==> src/rtl/fp_pkg.sv <==
// Shared floating-point constants and the rsqrt sequencer state encoding.
// Latency: n/a (declarations only).
// Backpressure: n/a.
package fp_pkg;

    localparam logic [31:0] FP_ONE_HALF    = 32'h3F000000;
    localparam logic [31:0] FP_THREE_HALFS = 32'h3FC00000;
    localparam logic [31:0] FP_QNAN        = 32'h7FC00000;
    localparam logic [31:0] FP_POS_INF     = 32'h7F800000;

    // SQR only exists when the reciprocal mode is built in.
    typedef enum logic [2:0] {
        IDLE,
        SQ,
        MH,
        SUB,
        UPD,
        DONE
`ifdef FP_RSQRT_RECIP_EN
        ,
        SQR
`endif
    } state_t;

endpackage

==> src/rtl/fp_mul_core.sv <==
// Combinational single-precision multiply of two normal operands (truncating).
// Latency: 0 cycles, pure combinational.
// Backpressure: none; the caller registers the product.
module fp_mul_core (
    input  logic [31:0] a,
    input  logic [31:0] b,
    output logic [31:0] p
);

    logic [23:0]        ma;
    logic [23:0]        mb;
    logic [24:0]        hi;
    logic [22:0]        mant;
    logic signed [9:0]  e;
    logic               s;

    // 24x24 mantissa product, keep the top bits, 0/1 normalising shift, truncate
    always_comb begin
        ma   = {1'b1, a[22:0]};
        mb   = {1'b1, b[22:0]};
        hi   = 25'(({24'b0, ma} * {24'b0, mb}) >> 23);
        mant = hi[24] ? hi[23:1] : hi[22:0];
        s    = a[31] ^ b[31];
        e    = $signed({2'b00, a[30:23]}) + $signed({2'b00, b[30:23]})
             - 10'sd127 + $signed({9'b0, hi[24]});
        if (a[30:23] == 8'd0 || b[30:23] == 8'd0 || e <= 10'sd0) begin
            p = {s, 31'b0};
        end else if (e >= 10'sd255) begin
            p = {s, 8'hFF, 23'b0};
        end else begin
            p = {s, e[7:0], mant};
        end
    end

endmodule

==> src/rtl/fp_rsqrt_seq.sv <==
// Sequential Newton-Raphson 1/sqrt(x) (optional 1/x with FP_RSQRT_RECIP_EN) on one shared multiplier.
// Latency: 4*N_ITER+1 cycles normal (+1 for reciprocal), 1 cycle for special operands.
// Backpressure: in_ready only in IDLE; result held in DONE until out_ready.
module fp_rsqrt_seq
    import fp_pkg::*;
#(
    parameter int          N_ITER = 2,
    parameter logic [31:0] MAGIC  = 32'h5F375A86
) (
    input  logic        clk,
    input  logic        rst_n,
`ifdef FP_RSQRT_RECIP_EN
    input  logic        op,
`endif
    input  logic        in_valid,
    output logic        in_ready,
    input  logic [31:0] in_data,
    output logic        out_valid,
    input  logic        out_ready,
    output logic [31:0] out_data,
    output logic [1:0]  out_flags
);

    localparam logic [2:0] N_ITER_L = 3'(N_ITER);

    state_t       state_q, state_d;
    logic [31:0]  xh_q, y_q, tmp_q, out_data_q;
    logic [1:0]   out_flags_q;
    logic [2:0]   iter_q, iter_inc;
`ifdef FP_RSQRT_RECIP_EN
    logic         recip_q, sign_q;
`endif

    logic         accept;
    logic         is_zero, is_nan, is_inf;
    logic         spec_hit;
    logic [31:0]  spec_dat;
    logic [1:0]   spec_flg;
    logic [31:0]  seed, xh;
    logic [31:0]  mul_a, mul_b, mul_p;
    logic [31:0]  sub_res;

    assign accept   = in_valid && in_ready;
    assign iter_inc = iter_q + 3'd1;

    // Classify the offered operand; specials skip the iteration entirely
    always_comb begin
        is_zero  = (in_data[30:23] == 8'd0);
        is_nan   = (in_data[30:23] == 8'hFF) && (in_data[22:0] != 23'd0);
        is_inf   = (in_data[30:23] == 8'hFF) && (in_data[22:0] == 23'd0);
        spec_hit = 1'b0;
        spec_dat = 32'd0;
        spec_flg = 2'b00;
        if (is_zero) begin
            spec_hit = 1'b1; spec_dat = FP_POS_INF; spec_flg = 2'b01;
        end else if (is_nan || in_data[31]) begin
            spec_hit = 1'b1; spec_dat = FP_QNAN;    spec_flg = 2'b10;
        end else if (is_inf) begin
            spec_hit = 1'b1; spec_dat = 32'd0;      spec_flg = 2'b00;
        end
`ifdef FP_RSQRT_RECIP_EN
        // Reciprocal accepts negatives; zero and inf keep the operand sign
        if (op) begin
            spec_hit = is_zero || is_nan || is_inf;
            spec_flg = 2'b00;
            spec_dat = {in_data[31], 31'b0};
            if (is_zero) begin
                spec_dat = {in_data[31], FP_POS_INF[30:0]}; spec_flg = 2'b01;
            end else if (is_nan) begin
                spec_dat = FP_QNAN;                         spec_flg = 2'b10;
            end
        end
`endif
        // Iteration always runs on |x|, so the sign bit is dropped here
        seed = MAGIC - {2'b00, in_data[30:1]};
        xh   = {1'b0, in_data[30:23] - 8'd1, in_data[22:0]};
    end

    // Steer the shared multiplier for the current step
    always_comb begin
        mul_a = y_q;
        mul_b = y_q;
        case (state_q)
            MH:      begin mul_a = xh_q; mul_b = tmp_q; end
            UPD:     begin mul_a = y_q;  mul_b = tmp_q; end
            default: begin mul_a = y_q;  mul_b = y_q;   end
        endcase
    end

    fp_mul_core u_mul (
        .a (mul_a),
        .b (mul_b),
        .p (mul_p)
    );

    logic [7:0]        sa_e, sb_e, big_e, sml_e, dexp;
    logic [23:0]       sa_m, sb_m, big_m, sml_m, sml_sh, dif;
    logic [22:0]       norm;
    logic [4:0]        lz;
    logic              lz_found, swap;
    logic signed [9:0] res_e;

    // h = 1.5 - t: align smaller operand (truncating), subtract, renormalise
    always_comb begin
        sa_e   = FP_THREE_HALFS[30:23];
        sa_m   = {1'b1, FP_THREE_HALFS[22:0]};
        sb_e   = tmp_q[30:23];
        sb_m   = {1'b1, tmp_q[22:0]};
        swap   = {sb_e, sb_m} > {sa_e, sa_m};
        big_e  = swap ? sb_e : sa_e;
        big_m  = swap ? sb_m : sa_m;
        sml_e  = swap ? sa_e : sb_e;
        sml_m  = swap ? sa_m : sb_m;
        dexp   = big_e - sml_e;
        sml_sh = (dexp > 8'd23) ? 24'd0 : (sml_m >> dexp);
        dif    = big_m - sml_sh;
        lz       = 5'd0;
        lz_found = 1'b0;
        for (int i = 23; i >= 0; i--) begin
            if (!lz_found && dif[i]) begin
                lz       = 5'(23 - i);
                lz_found = 1'b1;
            end
        end
        norm  = 23'(dif << lz);
        res_e = $signed({2'b00, big_e}) - $signed({5'b0, lz});
        if (sb_e == 8'd0) begin
            sub_res = FP_THREE_HALFS;
        end else if (dif == 24'd0 || res_e <= 10'sd0) begin
            sub_res = 32'd0;
        end else begin
            sub_res = {swap, res_e[7:0], norm};
        end
    end

    // State register
    always_ff @(posedge clk) begin
        if (!rst_n) state_q <= IDLE;
        else        state_q <= state_d;
    end

    // Next-state: four steps per iteration, specials jump straight to DONE
    always_comb begin
        state_d = state_q;
        case (state_q)
            IDLE: if (accept) state_d = spec_hit ? DONE : SQ;
            SQ:   state_d = MH;
            MH:   state_d = SUB;
            SUB:  state_d = UPD;
            UPD: begin
                if (iter_inc < N_ITER_L)  state_d = SQ;
`ifdef FP_RSQRT_RECIP_EN
                else if (recip_q)         state_d = SQR;
`endif
                else                      state_d = DONE;
            end
`ifdef FP_RSQRT_RECIP_EN
            SQR:  state_d = DONE;
`endif
            DONE: if (out_ready) state_d = IDLE;
            default: state_d = IDLE;
        endcase
    end

    // Datapath registers: operand latch, per-step results, held output
    always_ff @(posedge clk) begin
        if (!rst_n) begin
            xh_q        <= 32'd0;
            y_q         <= 32'd0;
            tmp_q       <= 32'd0;
            iter_q      <= 3'd0;
            out_data_q  <= 32'd0;
            out_flags_q <= 2'b00;
`ifdef FP_RSQRT_RECIP_EN
            recip_q     <= 1'b0;
            sign_q      <= 1'b0;
`endif
        end else begin
            case (state_q)
                IDLE: if (accept) begin
                    xh_q   <= xh;
                    y_q    <= seed;
                    tmp_q  <= 32'd0;
                    iter_q <= 3'd0;
`ifdef FP_RSQRT_RECIP_EN
                    recip_q <= op;
                    sign_q  <= in_data[31];
`endif
                    if (spec_hit) begin
                        out_data_q  <= spec_dat;
                        out_flags_q <= spec_flg;
                    end
                end
                SQ, MH: tmp_q <= mul_p;
                SUB:    tmp_q <= sub_res;
                UPD: begin
                    y_q    <= mul_p;
                    iter_q <= iter_inc;
                    if (state_d == DONE) begin
                        out_data_q  <= mul_p;
                        out_flags_q <= 2'b00;
                    end
                end
`ifdef FP_RSQRT_RECIP_EN
                SQR: begin
                    out_data_q  <= {sign_q, mul_p[30:0]};
                    out_flags_q <= 2'b00;
                end
`endif
                default: ;
            endcase
        end
    end

    // Outputs decoded from state and the held result
    always_comb begin
        in_ready  = (state_q == IDLE);
        out_valid = (state_q == DONE);
        out_data  = out_data_q;
        out_flags = out_flags_q;
    end

endmodule

==> config.mk <==
export PLATFORM = sky130hd
export DESIGN_NAME = fp_rsqrt_seq
export DESIGN_NICKNAME = d
export VERILOG_FILES = /design/src/rtl/fp_pkg.sv /design/src/rtl/fp_mul_core.sv /design/src/rtl/fp_rsqrt_seq.sv
export SDC_FILE = /design/constraint.sdc
export NUM_CORES = 2
export LEC_CHECK = 0
export ABC_CLOCK_PERIOD_IN_PS = 36000
export CAP_MARGIN = 20
export CORE_UTILIZATION = 40
export DETAILED_ROUTE_END_ITERATION = 8
export SLEW_MARGIN = 10
export SYNTH_ARGS = -nofsm -noshare
export SYNTH_HDL_FRONTEND = slang
export SYNTH_SLANG_ARGS = --single-unit
==> constraint.sdc <==
create_clock -name clk -period 36 [get_ports clk]
set_clock_uncertainty 0.05 [all_clocks]
set_input_delay 7.2 -clock clk [delete_from_list [all_inputs] [get_ports clk]]
set_output_delay 7.2 -clock clk [all_outputs]
set_load 0.02 [all_outputs]
=== After elaboration in Yosys (flattened, before gate mapping) ===
Index checks and enable logic that the tools add are counted.

* $add $sub $neg: 9
* Multiply operators: 1
* Divide/modulo/power cells: 0
* $lt $le $gt $ge: 6
* Equal/unequal tests: 10
* Shift operators: 2
* Mux-type cells: 84
* Bitwise gates (word level): 1
* Reduce and logical (&&, ||, !) cells: 69

{| class="wikitable"
|+ Operators by type and width
! cell !! count
|-
| two-way mux 32 bit || 9
|-
| one-hot mux 32 bit (2 select lines) || 2
|-
| two-way mux 31 bit || 4
|-
| two-way mux 5 bit || 22
|-
| one-hot mux 32 bit (3 select lines) || 1
|-
| two-way mux 23 bit || 3
|-
| multiplier 24 x 24 -> 48 bit || 1
|-
| greater-than comparator 32 x 31 -> 1 bit, second input constant || 1
|-
| logical NOT 8 bit || 4
|-
| subtractor 31 x 30 -> 32 bit, first input constant || 1
|-
| two-way mux 1 bit || 27
|-
| logical AND 1 bit || 26
|-
| logical NOT 24 bit || 1
|-
| two-way mux 24 bit || 1
|-
| << shifter 24 x 5 -> 23 bit || 1
|-
| >> shifter 24 x 8 -> 24 bit || 1
|-
| subtractor 24 bit || 1
|-
| logical NOT 1 bit || 23
|-
| logical NOT 23 bit || 1
|-
| nonzero test 23 bit || 1
|-
| one-hot mux 3 bit (6 select lines) || 1
|-
| two-way mux 8 bit || 2
|-
| two-way mux 3 bit || 5
|-
| adder 10 x 2 -> 10 bit || 1
|-
| other kinds (28) || 42
|}

* Register bits: 135
* Bits in latches: 0
* Memory bits (writable): 0
* Bits in read-only memories: 0
* Output and inout bits: 36
* Memories kept: 0

=== Logic depth before layout (Yosys ltp) ===
* Word-level depth: 82
* Mapped depth: 49
* Depth with buffers taken out: 43

=== Hierarchy ===
A second synthesis with hierarchy kept.

* Cells, all modules: 3813
* Area total of the unflattened synthesis: 31111.1 sq um

{| class="wikitable"
|+ Modules (own cells, without submodules)
! module !! times used !! cells each !! area each (sq um) !! seq. area each (sq um)
|-
| fp_mul_core || 1 || 2288 || 19611.3 || 0.0
|-
| fp_rsqrt_seq || 1 || 1525 || 11499.8 || 2702.6
|}

=== Worst setup path after synthesis ===
No wires, ideal clock.

* Kind: register -> register
* From: reg state_q[1]
* To: reg tmp_q[9]
* Library setup time: 124 ps
* Arrival time: 11455 ps
* Data required time: 35826 ps
* Slack: 24370 ps
* Stages on the path, launching flop included: 49
* Path through: dfxtp_1 clkbuf_1 nor3b_1 clkbuf_1 clkbuf_1 buf_1 mux2_2 clkbuf_1 nand2_1 fa_1 inv_1 fa_1 inv_1 fa_1 fa_1 inv_1 fa_1 inv_1 (+13 left out) inv_2 buf_4 buf_4 ha_1 inv_1 ha_1 nand2_1 nor2_1 nand2_1 o211a_1 or2_2 nor4_1 nor2_1 nand2_1 nor3_1 clkbuf_1 a221oi_1 a21oi_1

* Word-level cells in the longest chain between the ends: 10
* Elaborated cells between the ends (all ways): 27
* Classes of those cells: add/sub: 3; mul: 1; order compare: 2; eq/ne: 5; mux: 6; reduce/logical: 10

{| class="wikitable"
|+ RTL lines
! item !! line !! source
|-
| from (decl) || fp_rsqrt_seq.sv:26 || <nowiki>state_t state_q, state_d;</nowiki>
|-
| from (signal assigned) || fp_rsqrt_seq.sv:139 || <nowiki>else state_q <= state_d;</nowiki>
|-
| parallel branches: the longest is 10 deep, another holds multiplier 24 x 24 -> 48 bit || - ||
|-
| to (signal assigned) || fp_rsqrt_seq.sv:194 || <nowiki>SQ, MH: tmp_q <= mul_p;</nowiki>
|-
| to (signal assigned) || fp_rsqrt_seq.sv:195 || <nowiki>SUB: tmp_q <= sub_res;</nowiki>
|-
| to (decl) || fp_rsqrt_seq.sv:27 || <nowiki>logic [31:0] xh_q, y_q, tmp_q, out_data_q;</nowiki>
|}

Parallel ways; which one is timed is not known.
A chain may end at the register's enable or synchronous reset.

=== Final worst setup path ===
* From: reg state_q[1]
* To: reg y_q[21]

* Word-level cells in the longest chain between the ends: 10
* Elaborated cells between the ends (all ways): 24
* Classes of those cells: add/sub: 3; mul: 1; order compare: 2; eq/ne: 3; mux: 6; reduce/logical: 9

{| class="wikitable"
|+ RTL lines
! item !! line !! source
|-
| parallel branches: the longest is 10 deep, another holds multiplier 24 x 24 -> 48 bit || - ||
|-
| to (signal assigned) || fp_rsqrt_seq.sv:197 || <nowiki>y_q <= mul_p;</nowiki>
|-
| to (decl) || fp_rsqrt_seq.sv:27 ||
|}

Parallel ways; which one is timed is not known.

==> flow_summary.toml <==
[worst_setup_path]
end_kind = "flip-flop"
critPathKind = "reg2reg"
critPathMaxFanout = 23
rrSetupSlack_ns = 21.85
crit_path_top_delay_cell = "nor3b_2"
slowest_delay_ns = 0.86
timing.rr.start = "state_q[1]"
reg2reg_to = "y_q[21]"
cpMostUsedCell = "fa_1"
crit_family = "adder cells"
cp.arrival_ns = 14.45
worstSetupStartpointType = "flip-flop"
rr_worst_depth = 41
timing.critical_path.buf_inv = 9
critPathRequiredTime_ns = 36.30

[global_routing]
grt_pass1_wl_um = 160000
grt_usage_pct = 27.0
grt_overflow_total = 0
antenna_found_initial = 4
first_global_vias = 26400
grt_max_degree = 93

[cts]
cts_root_buf = "clkbuf_16"
numCtsBuffers = 17
htreeDepth = 4
clk_pin_slew_worst_paths_ns = 0.07
cts_max_path_buffers = 2
cts_resized = 0
numClockSinks = 135
cts_tree = "yes"
clock_latency_ns = 0.43
cts_hold_buf = 0
postCtsSetupRepairBufs = 0

[min_path]
hold_end = "xh_q[16]"
min_from = "xh_q[16]"
hold_depth = 2
hold_path.class = "reg2reg"

[finish]
layout.nets = 4371
multi_input_area_mm2 = 0.0246
drive_above_1_share_pct = 5.72
area_growth_pct = 6.99
fin_cells = 4622
seq_area_mm2 = 0.00270
antennaDiodeCount = 0
fill_cells = 7475

[drt]
antenna_left = 0
drc_errors = 0
avgViaCountPerCell = 5.75
drt-total-wl_um = 103000
drt-met1-wl_um = 44200
met2WireLength_um = 45200
dr.max_layer_used = "met5"
drt_iter0_drc = 2550
dr_wl_met3_um = 10200
firstDrtPassIters = 6
wire_per_inst_um = 22.3
num_vias = 26600

[timing]
finalCritPeriodShare_pct = 39.3
hold_viol = 0
drv_slew = 0
setup_violations = 0
slew_headroom_pct = 29.1
fin_crit_ns = 14.15
finalSetupTns_ns = 0
fin_ws_ns = 21.85
rsz0062_at_grt = "no"
fmax_ghz = 0.0707
tightest_slew_ns = 1.04

[synthesis]
yosysWarnings = 0
synthCells = 3697
yosys.area.top_type = "fa_1"
syn_area_mm2 = 0.0301
synth_enable_flop_cells = 0
yosysUniqueCellTypes = 104
synth_ff_type = "dfxtp_1"
synth_nets = 4428
async_flop_share_pct = 0
synth_area_leaders = "fa_1, dfxtp_1, ha_1"
ys_seq_elements = 135
synth.avg_cell_area_um2 = 8.15
yosysSeqAreaShare_pct = 8.97
yosysTopAreaCellShare_pct = 32.2

[power_and_ir_drop]
p_switching_w = 0.000614
power_frac_seq_pct = 16.0
clock_power_share_pct = 15.1
power_frac_comb_pct = 68.9
p_int_w = 0.000516
power.leakage_nw = 14.2
powerDensity_mw_per_mm2 = 35.1
ir_drop_uv = 35.5
p_sw_share_pct = 54.3

[placed_design]
gp_congestion = 0.957
dp_slack_ns = 22.01
placed_cells = 4589
io_buffers = 71
dp_hpwl_um = 81600

[floorplan]
placement_rows = 100
die_w_um = 276
dieArea_mm2 = 0.0764
ios = 72
initial_utilization_pct = 40.5
core_area_mm2 = 0.0744
die_h_um = 276

[flow_run]
cap_violations = 0

[status]
outcome = "finished clean"
flip-flops by register name, summed over array words and instances, names as in the netlist:
register and count:
y_q 32, iter_q 3, out_data 32, tmp_q 32
state_q 3, xh_q 31, out_flags 2
power groups by stage:
stage               Combinational (W)  Sequential [W]  Clock [W]
floorplan                    0.000494        0.000174          0
global placement             0.000758        0.000183          0
detailed placement           0.000763        0.000183          0
CTS                          0.000770        0.000180   0.000171
global route                 0.000847        0.000182   0.000177
finish                       0.000779        0.000181   0.000171
cells in the mapped netlist, types with 15 or more instances:
library cell and instances:
inv_1 554, nand2_1 533, fa_1 484, nor2_1 361, ha_1 211, a21oi_1 163, clkbuf_1 138, dfxtp_1 135
o21ai_0 104, mux2i_1 68, mux2_2 54, nor2b_1 54, a211oi_1 49, xnor2_1 48, a21o_1 44, nand3_1 43
nor3_1 41, and2_1 39, xor2_1 38, a22oi_1 36, buf_2 27, o211ai_1 24, o21a_1 24, or2_2 24
a31oi_1 20, nand2b_1 19, nor4_1 19, o22ai_1 18, and3_1 17, buf_1 17, nand4_1 16, a21boi_0 15
worst register-to-register path, delay by kind of cell, from the launching register on:
kind            cells  cell delay, ns
compound gates     10            2.45
xor+xnor            1            0.62
fa+ha+maj          10            4.16
buf+inv             9            2.10
flops               1            0.64
mux                 1            0.64
simple gates       10            3.43
kinds of logic (layout without fill, tap and decap cells):
family          count (synthesis)  in the layout  synth area share, %
flops                         135            135                 8.97
buf+inv                       752            708                 9.51
fa+ha+maj                     695            695                 40.9
mux                           126            126                 4.54
simple gates                 1229           1229                 18.1
xor+xnor                       87             87                 2.55
compound gates                673            673                 15.4
routing by layer:
| metal | global-route usage (%) | vias to the layer above |
|---|---|---|
| met1 | 38.2 | 13100 |
| met5 | 0 | - |
| met4 | 7.85 | 8 |
| li1 | - | 12000 |
| met3 | 5.63 | 188 |
| met2 | 41.5 | 1274 |
worst max-delay path by stage:
stage / from / end / cells past startpoint
after floorplan: state_q[1] / tmp_q[9] / 48
after global placement: state_q[2] / y_q[21] / 41
after detailed placement: state_q[1] / y_q[21] / 41
after CTS: state_q[1] / y_q[21] / 41
after global routing: state_q[1] / y_q[21] / 41
final: state_q[1] / y_q[21] / 41
cell usage in the layout, fill, tap and decap left out, types with 20 or more instances in the layout:
| cell type | count |
|---|---|
| a211oi_1 | 49 |
| a21o_1 | 44 |
| a21oi_1 | 163 |
| a22oi_1 | 36 |
| a31oi_1 | 20 |
| and2_1 | 38 |
| buf_4 | 35 |
| clkdlybuf4s50_1 | 71 |
| dfxtp_1 | 135 |
| fa_1 | 484 |
| ha_1 | 211 |
| inv_1 | 554 |
| mux2_2 | 54 |
| mux2i_1 | 62 |
| nand2_1 | 532 |
| nand3_1 | 43 |
| nor2_1 | 360 |
| nor2b_1 | 54 |
| nor3_1 | 41 |
| o211ai_1 | 24 |
| o21a_1 | 24 |
| o21ai_0 | 104 |
| or2_2 | 24 |
| xnor2_1 | 46 |
| xor2_1 | 38 |
layout make-up:
| class | count | share of cell area (%) |
|---|---|---|
| repair buffers | 108 | 3.10 |
| inverters | 568 | 6.62 |
| well taps | 969 | 3.76 |
| flip-flops and latches | 135 | 8.39 |
| multi-input cells | 2810 | 76.4 |
| clock inverters | 12 | 0.334 |
| clock buffers | 20 | 1.42 |
metrics by stage:
step                util (%)  power, W  hold WS [ns]  area, um^2
floorplan                  -  0.000668         0.382       30100
global placement        42.5  0.000941         0.391       31600
detailed placement      42.5  0.000946         0.395       31600
CTS                     43.3   0.00112         0.405       32200
global route            43.3   0.00121         0.432       32200
finish                  43.3   0.00113         0.406       32200
No activity file was read; power rests on OpenSTA's default activity.
